`src/rtl/alu_mc.sv`:
```
// ---------------------------------------------------------------------------
// alu_mc - parametrised multicycle ALU for the EX stage.
//
// Logic, arithmetic, compare and shift operations complete in one cycle.
// Signed MUL and DIV run iteratively (one bit per cycle) and finish in
// exactly W+1 cycles from the accepting edge. Results and flags are
// registered and hold until the next completion or reset.
//
// Ports
//   clk            rising-edge clock
//   reset          asynchronous, active-high reset
//   start          request; sampled only while busy == 0
//   FS[4:0]        function select
//   S, T [W-1:0]   operands
//   SHAMT[SW-1:0]  shift amount
//   busy           iterative operation in progress
//   done           one-cycle pulse: Y_hi/Y_lo/flags valid
//   Y_hi [W-1:0]   product high / remainder (0 for single-cycle ops)
//   Y_lo [W-1:0]   product low / quotient / ALU result
//   C, V, N, Z     carry, overflow, negative, zero flags
//   DZ             divide-by-zero flag
// ---------------------------------------------------------------------------
module alu_mc #(
  parameter int unsigned W  = 32,
  parameter int unsigned SW = $clog2(W)
) (
  input  logic          clk,
  input  logic          reset,
  input  logic          start,
  input  logic [4:0]    FS,
  input  logic [W-1:0]  S,
  input  logic [W-1:0]  T,
  input  logic [SW-1:0] SHAMT,
  output logic          busy,
  output logic          done,
  output logic [W-1:0]  Y_hi,
  output logic [W-1:0]  Y_lo,
  output logic          C,
  output logic          V,
  output logic          N,
  output logic          Z,
  output logic          DZ
);

  localparam logic [4:0] FS_ADD  = 5'h02;
  localparam logic [4:0] FS_ADDU = 5'h03;
  localparam logic [4:0] FS_SUB  = 5'h04;
  localparam logic [4:0] FS_SUBU = 5'h05;
  localparam logic [4:0] FS_SLT  = 5'h06;
  localparam logic [4:0] FS_SLTU = 5'h07;
  localparam logic [4:0] FS_AND  = 5'h08;
  localparam logic [4:0] FS_OR   = 5'h09;
  localparam logic [4:0] FS_XOR  = 5'h0A;
  localparam logic [4:0] FS_NOR  = 5'h0B;
  localparam logic [4:0] FS_SRL  = 5'h0C;
  localparam logic [4:0] FS_SRA  = 5'h0D;
  localparam logic [4:0] FS_SLL  = 5'h0E;
  localparam logic [4:0] FS_MUL  = 5'h1E;
  localparam logic [4:0] FS_DIV  = 5'h1F;

  typedef enum logic [1:0] {IDLE, MUL, DIV, FIX} state_t;

  state_t        state, state_nxt;
  logic [SW-1:0] cnt;
  logic          op_div;
  logic [W-1:0]  s_q, t_q;
  logic [W-1:0]  acc_hi, acc_lo, mag_t;
  logic [W-1:0]  abs_s, abs_t;

  assign busy  = (state != IDLE);
  assign abs_s = S[W-1] ? -S : S;
  assign abs_t = T[W-1] ? -T : T;

  // -------------------------------------------------------------------------
  // FSM next state
  // -------------------------------------------------------------------------
  always_comb begin
    state_nxt = state;
    case (state)
      IDLE: begin
        if (start) begin
          if (FS == FS_MUL)      state_nxt = MUL;
          else if (FS == FS_DIV) state_nxt = DIV;
        end
      end
      MUL, DIV: begin
        if (cnt == SW'(W - 1)) state_nxt = FIX;
      end
      FIX:     state_nxt = IDLE;
      default: state_nxt = IDLE;
    endcase
  end

  always_ff @(posedge clk or posedge reset) begin
    if (reset) state <= IDLE;
    else       state <= state_nxt;
  end

  // -------------------------------------------------------------------------
  // Single-cycle ALU, evaluated on the live inputs at the accepting edge
  // -------------------------------------------------------------------------
  logic [W-1:0] alu_res;
  logic         alu_c, alu_v;
  logic [W:0]   sum_w, diff_w;
  // Shifts are done one bit wider so the extra bit catches the last bit
  // shifted out; with SHAMT==0 that bit is naturally 0.
  logic [W:0]   sll_w, srl_w, sra_w;
  logic         lt_s, lt_u;

  always_comb begin
    alu_res = '0;
    alu_c   = 1'b0;
    alu_v   = 1'b0;
    sum_w   = {1'b0, S} + {1'b0, T};
    diff_w  = {1'b0, S} + {1'b0, ~T} + (W + 1)'(1);
    sll_w   = {1'b0, T} << SHAMT;
    srl_w   = {T, 1'b0} >> SHAMT;
    sra_w   = $signed({T, 1'b0}) >>> SHAMT;
    lt_s    = $signed(S) < $signed(T);
    lt_u    = S < T;
    case (FS)
      FS_ADD: begin
        alu_res = sum_w[W-1:0];
        alu_c   = sum_w[W];
        alu_v   = (S[W-1] == T[W-1]) && (sum_w[W-1] != S[W-1]);
      end
      FS_ADDU: begin
        alu_res = sum_w[W-1:0];
        alu_c   = sum_w[W];
      end
      FS_SUB: begin
        alu_res = diff_w[W-1:0];
        alu_c   = diff_w[W];
        alu_v   = (S[W-1] != T[W-1]) && (diff_w[W-1] != S[W-1]);
      end
      FS_SUBU: begin
        alu_res = diff_w[W-1:0];
        alu_c   = diff_w[W];
      end
      FS_SLT:  alu_res = {{(W-1){1'b0}}, lt_s};
      FS_SLTU: alu_res = {{(W-1){1'b0}}, lt_u};
      FS_AND:  alu_res = S & T;
      FS_OR:   alu_res = S | T;
      FS_XOR:  alu_res = S ^ T;
      FS_NOR:  alu_res = ~(S | T);
      FS_SRL: begin
        alu_res = srl_w[W:1];
        alu_c   = srl_w[0];
      end
      FS_SRA: begin
        alu_res = sra_w[W:1];
        alu_c   = sra_w[0];
      end
      FS_SLL: begin
        alu_res = sll_w[W-1:0];
        alu_c   = sll_w[W];
      end
      default: ;
    endcase
  end

  // -------------------------------------------------------------------------
  // Iteration datapath. acc_hi:acc_lo is shared: product accumulator with the
  // multiplier shifting out of acc_lo, or remainder:quotient for division.
  // -------------------------------------------------------------------------
  logic [W:0]   mul_sum, div_shift, div_diff;
  logic [W-1:0] mul_hi_nxt, mul_lo_nxt, div_hi_nxt, div_lo_nxt;
  logic         div_ge;

  always_comb begin
    mul_sum    = {1'b0, acc_hi} + (acc_lo[0] ? {1'b0, mag_t} : '0);
    mul_hi_nxt = mul_sum[W:1];
    mul_lo_nxt = {mul_sum[0], acc_lo[W-1:1]};
    div_shift  = {acc_hi, acc_lo[W-1]};
    div_diff   = div_shift - {1'b0, mag_t};
    div_ge     = ~div_diff[W];
    div_hi_nxt = div_ge ? div_diff[W-1:0] : div_shift[W-1:0];
    div_lo_nxt = {acc_lo[W-2:0], div_ge};
  end

  // -------------------------------------------------------------------------
  // Sign correction and flags for the FIX cycle
  // -------------------------------------------------------------------------
  logic [2*W-1:0] prod, prod_s;
  logic [W-1:0]   fix_hi, fix_lo;
  logic           fix_neg, fix_v, fix_n, fix_z, fix_dz, div_ovf;

  always_comb begin
    fix_neg = s_q[W-1] ^ t_q[W-1];
    prod    = {acc_hi, acc_lo};
    prod_s  = fix_neg ? -prod : prod;
    div_ovf = (s_q == {1'b1, {(W-1){1'b0}}}) && (t_q == '1);
    fix_hi  = '0;
    fix_lo  = '0;
    fix_v   = 1'b0;
    fix_dz  = 1'b0;
    if (!op_div) begin
      fix_hi = prod_s[2*W-1:W];
      fix_lo = prod_s[W-1:0];
    end else if (t_q == '0) begin
      fix_hi = s_q;
      fix_lo = '1;
      fix_dz = 1'b1;
    end else begin
      // Most-negative / -1 needs no special path: the unsigned quotient
      // magnitude 2^(W-1) already reads as -2^(W-1) and is not negated.
      fix_lo = fix_neg  ? -acc_lo : acc_lo;
      fix_hi = s_q[W-1] ? -acc_hi : acc_hi;
      fix_v  = div_ovf;
    end
    fix_n = op_div ? fix_lo[W-1] : fix_hi[W-1];
    fix_z = ~|{fix_hi, fix_lo};
  end

  // -------------------------------------------------------------------------
  // Registers
  // -------------------------------------------------------------------------
  always_ff @(posedge clk or posedge reset) begin
    if (reset) begin
      cnt    <= '0;
      op_div <= 1'b0;
      s_q    <= '0;
      t_q    <= '0;
      acc_hi <= '0;
      acc_lo <= '0;
      mag_t  <= '0;
      done   <= 1'b0;
      Y_hi   <= '0;
      Y_lo   <= '0;
      C      <= 1'b0;
      V      <= 1'b0;
      N      <= 1'b0;
      Z      <= 1'b0;
      DZ     <= 1'b0;
    end else begin
      done <= 1'b0;
      case (state)
        IDLE: begin
          if (start) begin
            if (FS == FS_MUL || FS == FS_DIV) begin
              s_q    <= S;
              t_q    <= T;
              op_div <= (FS == FS_DIV);
              cnt    <= '0;
              acc_hi <= '0;
              acc_lo <= abs_s;
              mag_t  <= abs_t;
            end else begin
              Y_hi <= '0;
              Y_lo <= alu_res;
              C    <= alu_c;
              V    <= alu_v;
              N    <= alu_res[W-1];
              Z    <= ~|alu_res;
              DZ   <= 1'b0;
              done <= 1'b1;
            end
          end
        end
        MUL: begin
          acc_hi <= mul_hi_nxt;
          acc_lo <= mul_lo_nxt;
          cnt    <= cnt + SW'(1);
        end
        DIV: begin
          acc_hi <= div_hi_nxt;
          acc_lo <= div_lo_nxt;
          cnt    <= cnt + SW'(1);
        end
        FIX: begin
          Y_hi <= fix_hi;
          Y_lo <= fix_lo;
          C    <= 1'b0;
          V    <= fix_v;
          N    <= fix_n;
          Z    <= fix_z;
          DZ   <= fix_dz;
          done <= 1'b1;
        end
        default: ;
      endcase
    end
  end

endmodule

```
`config.mk`:
```
export PLATFORM = sky130hd
export DESIGN_NAME = alu_mc
export DESIGN_NICKNAME = d
export VERILOG_FILES = /design/src/rtl/alu_mc.sv
export SDC_FILE = /design/constraint.sdc
export NUM_CORES = 2
export LEC_CHECK = 0
export ABC_AREA = 1
export CAP_MARGIN = 10
export CORE_AREA = 2 2 309 311
export CTS_CLUSTER_DIAMETER = 40
export DETAILED_ROUTE_END_ITERATION = 10
export DIE_AREA = 0 0 311 313
export PLACE_DENSITY = 0.58
export SKIP_CTS_REPAIR_TIMING = 1
export SLEW_MARGIN = 20
export SYNTH_ARGS = -nofsm -noshare
export SYNTH_HDL_FRONTEND = slang
export SYNTH_SLANG_ARGS = --single-unit
```
`constraint.sdc`:
```
create_clock -name clk -period 13.1 [get_ports clk]
set_input_delay 1.31 -clock clk [delete_from_list [all_inputs] [get_ports clk]]
set_output_delay 1.31 -clock clk [all_outputs]
set_load 0.02 [all_outputs]
```
==> impl_results.md <==
* Critical path fanouts, max at 9
* Worst VDD drop at 0.136 mV
* Clk slew on worst S/H paths at 0.05 ns
* First-pass GRT wire length at 233 mm
* Post-detail-place hpwl at 130 mm
* Post-layout util at 36.0%
* Post-synth EDFFs at 0
* DIE AREA at 97300 um2
* GRT overflow at 0
* Initial DRC count at 4411
* #FFs+latches synth at 237
* Setup violations, final at 0
* Avg WL per Cell at 24.7 um
* CP Cell Sequence: clkdlybuf4s50_1 -> inv_1 -> ha_1 -> nor2_1 -> nand2_1 -> inv_1 -> nand2_1 -> a21oi_1 -> o21ai_0 -> nand2_1 -> nand2_1 -> nand3_1 -> nand3_1 -> nor2_1 -> nand2_1 -> nor2_1 -> nand2_1 -> nand2_1 -> nand2_1 -> nand2_1
* Final period util at 38.5%
* Routed Antenna Nets at 0
* Mux cell area share after synthesis at 0.143%
* Fmax at 198 MHz
* Buffers and inverters on the worst path at 3
* Switching share of power at 57.1%
* Slew Viols, Final at 0
* Die height at 313 um
* Delay-heaviest family, CP: simple AND/OR/NAND/NOR gates
* DR pass1 iterations at 6
* CTS Root Cell: clkbuf_16
* Residual DRC at 0
* Synth Area in Simple Gates at 42.3%
* HP Class: register to register
* Endpoints failing hold at 0
* Largest net degree at the start of global routing at 126
* Outcome: completed
* Core area at 94200 um2
* Pwr dens at 222 nW/um2
* Starting Density at 31.6%
* Fraction of registers with async set or reset after synthesis at 100%
* Final net count at 5482
* Initial antenna violation count at 5
* Share of layout cells above drive strength 1 at 4.58%
* IO Count at 148
* Syn avg cell area at 5.76 um2
* Slew headroom at 31.7%
* Top_reg_cell synth: dfrtp_1
* Clock buffer depth at 3
* Clk sinks at 237
* Setup CP Type: input pin to register
* Sequential share of power at 17.7%
* Synthesized Nets at 5429
* Port Buffer Count at 147
* Worst setup SP type: input pin
* CP required at 13.62 ns
* CTS buffer count at 48
* Arrival time at the worst endpoint at 5.56 ns
* Max-Cap Viols at 0
* RSZ-0062 raised after global routing: false
* Row cnt at 113
* Max incr delay on CP at 0.85 ns
* Post-synthesis sequential area ratio at 19.9%
* Synth area leaders: nand2_1, dfrtp_1, nand3_1
* Via density at 5.63
* WL final at 161 mm
* Post-synthesis xor/xnor area fraction at 2.21%
* CP Capture Type: register
* GPL Wtd Cong at 1.12
* Maximum level of the CTS H-tree at 2
* Internal Power at 3.23 mW
* Post-Syn Instances at 5171
* Worst slew pin tran at 1.02 ns
* Crit path time final at 5.04 ns
* DIE WIDTH at 311 um
* CP dominant cell by count: nand2_1
* CP max-delay cell: clkdlybuf4s50_1
* Most common cell after layout, fill and taps aside: nand2_1
* Synth Warn # at 0
* Post-synthesis adder-cell area fraction at 7.71%
* Vias in the first global route at 34800
* Area growth syn-to-layout at 13.8%
* Fin Clk Skew at 0.0326 ns
* Mapped Area at 29800 um2
* Commonest cells after routing, fill and taps aside: nand2_1, nand3_1, inv_1
* NetSw at 4.30 mW
* Synth Area in Compound Gates at 16.7%
* Top cell type's share of synthesized area at 20.4%
* Pleak at 17.2 nW
* CTS tree: done
* Post-synth top area cell: nand2_1
* Combinational Power Share at 66.0%
* Largest family of logic cells by synthesized area: simple AND/OR/NAND/NOR gates
* Clk_lat worst skew at 0.59 ns
* Post-Route Setup TNS at 0 ns
* Vias at 36800
* Tot GR Track Use at 32.1%
* Clock share of power at 16.3%
* Post-synth cell types at 65
-- cell type report --
cell class | instances | area (um2)
timing repair buffer | 203 | 1890
sequential | 237 | 5930
clock buffer | 58 | 1280
clock inverter | 29 | 320
inverter | 605 | 2280
tap | 1265 | 1580
antenna | 4 | 10.0
multi-input combinational | 4129 | 20600
fill | 10700 | 60300
-- routing by layer --
layer  wire length [um]  vias to the layer above  track usage, %  part of all wire (%)
li1                   -                    17100               -                     -
met1              64300                    17400            40.2                    40
met2              72300                     1874            52.4                    45
met3              12400                      413            4.02                   7.7
met4              12100                        4            20.4                   7.5
met5                 27                        -               0                 0.017
-- state kept, by name (all words and copies together), names as in the netlist --
register / count
Y_lo: 32
op_div: 1
state: 2
DZ: 1
done: 1
cnt: 5
acc_hi: 32
Y_hi: 32
V: 1
acc_lo: 32
t_q: 32
N: 1
mag_t: 31
C: 1
Z: 1
s_q: 32
-- metrics by stage --
step | area (um2) | hold WS [ns] | std cells | total power, mW | setup slack [ns]
finish | 33900 | 0.477 | 6530 | 7.53 | 8.06
global route | 33900 | 0.509 | 6528 | 8.07 | 7.84
CTS | 33900 | 0.483 | 6525 | 7.42 | 8.22
detailed placement | 32300 | 0.471 | 6438 | 6.17 | 7.64
global placement | 32300 | 0.460 | 6438 | 6.16 | 7.54
floorplan | 29800 | 0.448 | 5171 | 4.41 | 5.29
-- cells by family (layout without fill, tap and decap cells) --
| logic type | Yosys count | after routing |
|---|---|---|
| and+or+nand+nor | 2972 | 2972 |
| buffers and inverters | 805 | 895 |
| other | 0 | 4 |
| DFF | 237 | 237 |
| xor gates and xnor gates | 75 | 75 |
| AOI/OAI and AO/OA | 897 | 897 |
| adders and majority gates | 181 | 181 |
| muxes | 4 | 4 |
-- tightest hold or removal path: stages, from the launching register on --
cell     delay [ns]
dfrtp_1        0.33
nand2_1        0.06
nand2_1        0.05
-- worst paths after layout --
path,endpoint,cells past startpoint,slack (ns),startpoint
max in group asynchronous,mag_t[5],3,10.55,reset
min in group asynchronous,Y_hi[27],2,1.28,reset
max reg2reg,Z,16,8.70,s_q[31]
min,Y_lo[13],2,0.48,Y_lo[13]
max,Z,20,8.06,S[14]
min reg2reg,Y_lo[13],2,0.48,Y_lo[13]
-- cell usage after synthesis (17+ instances only) --
cell and count:
nor2_1 510, o21ai_1 31, nor3_1 56, o21ai_0 391
dfrtp_1 237, o211ai_1 31, a22oi_1 29, xor2_1 61
o22ai_1 49, ha_1 177, inv_2 17, nand2_1 1615
buf_2 83, clkbuf_1 73, nor4_1 17, a21oi_1 271
inv_1 583, nand3_1 624, nand4_1 61
-- power by group through the flow --
stage,sequential (mW),combinational [mW],clock [mW]
2_1_floorplan,1.28,3.13,0
3_3_place_gp,1.33,4.83,0
3_5_place_dp,1.33,4.83,0
4_1_cts,1.33,4.85,1.24
5_1_grt,1.35,5.44,1.27
6_report,1.33,4.97,1.23
No activity file was read; power rests on OpenSTA's default activity.
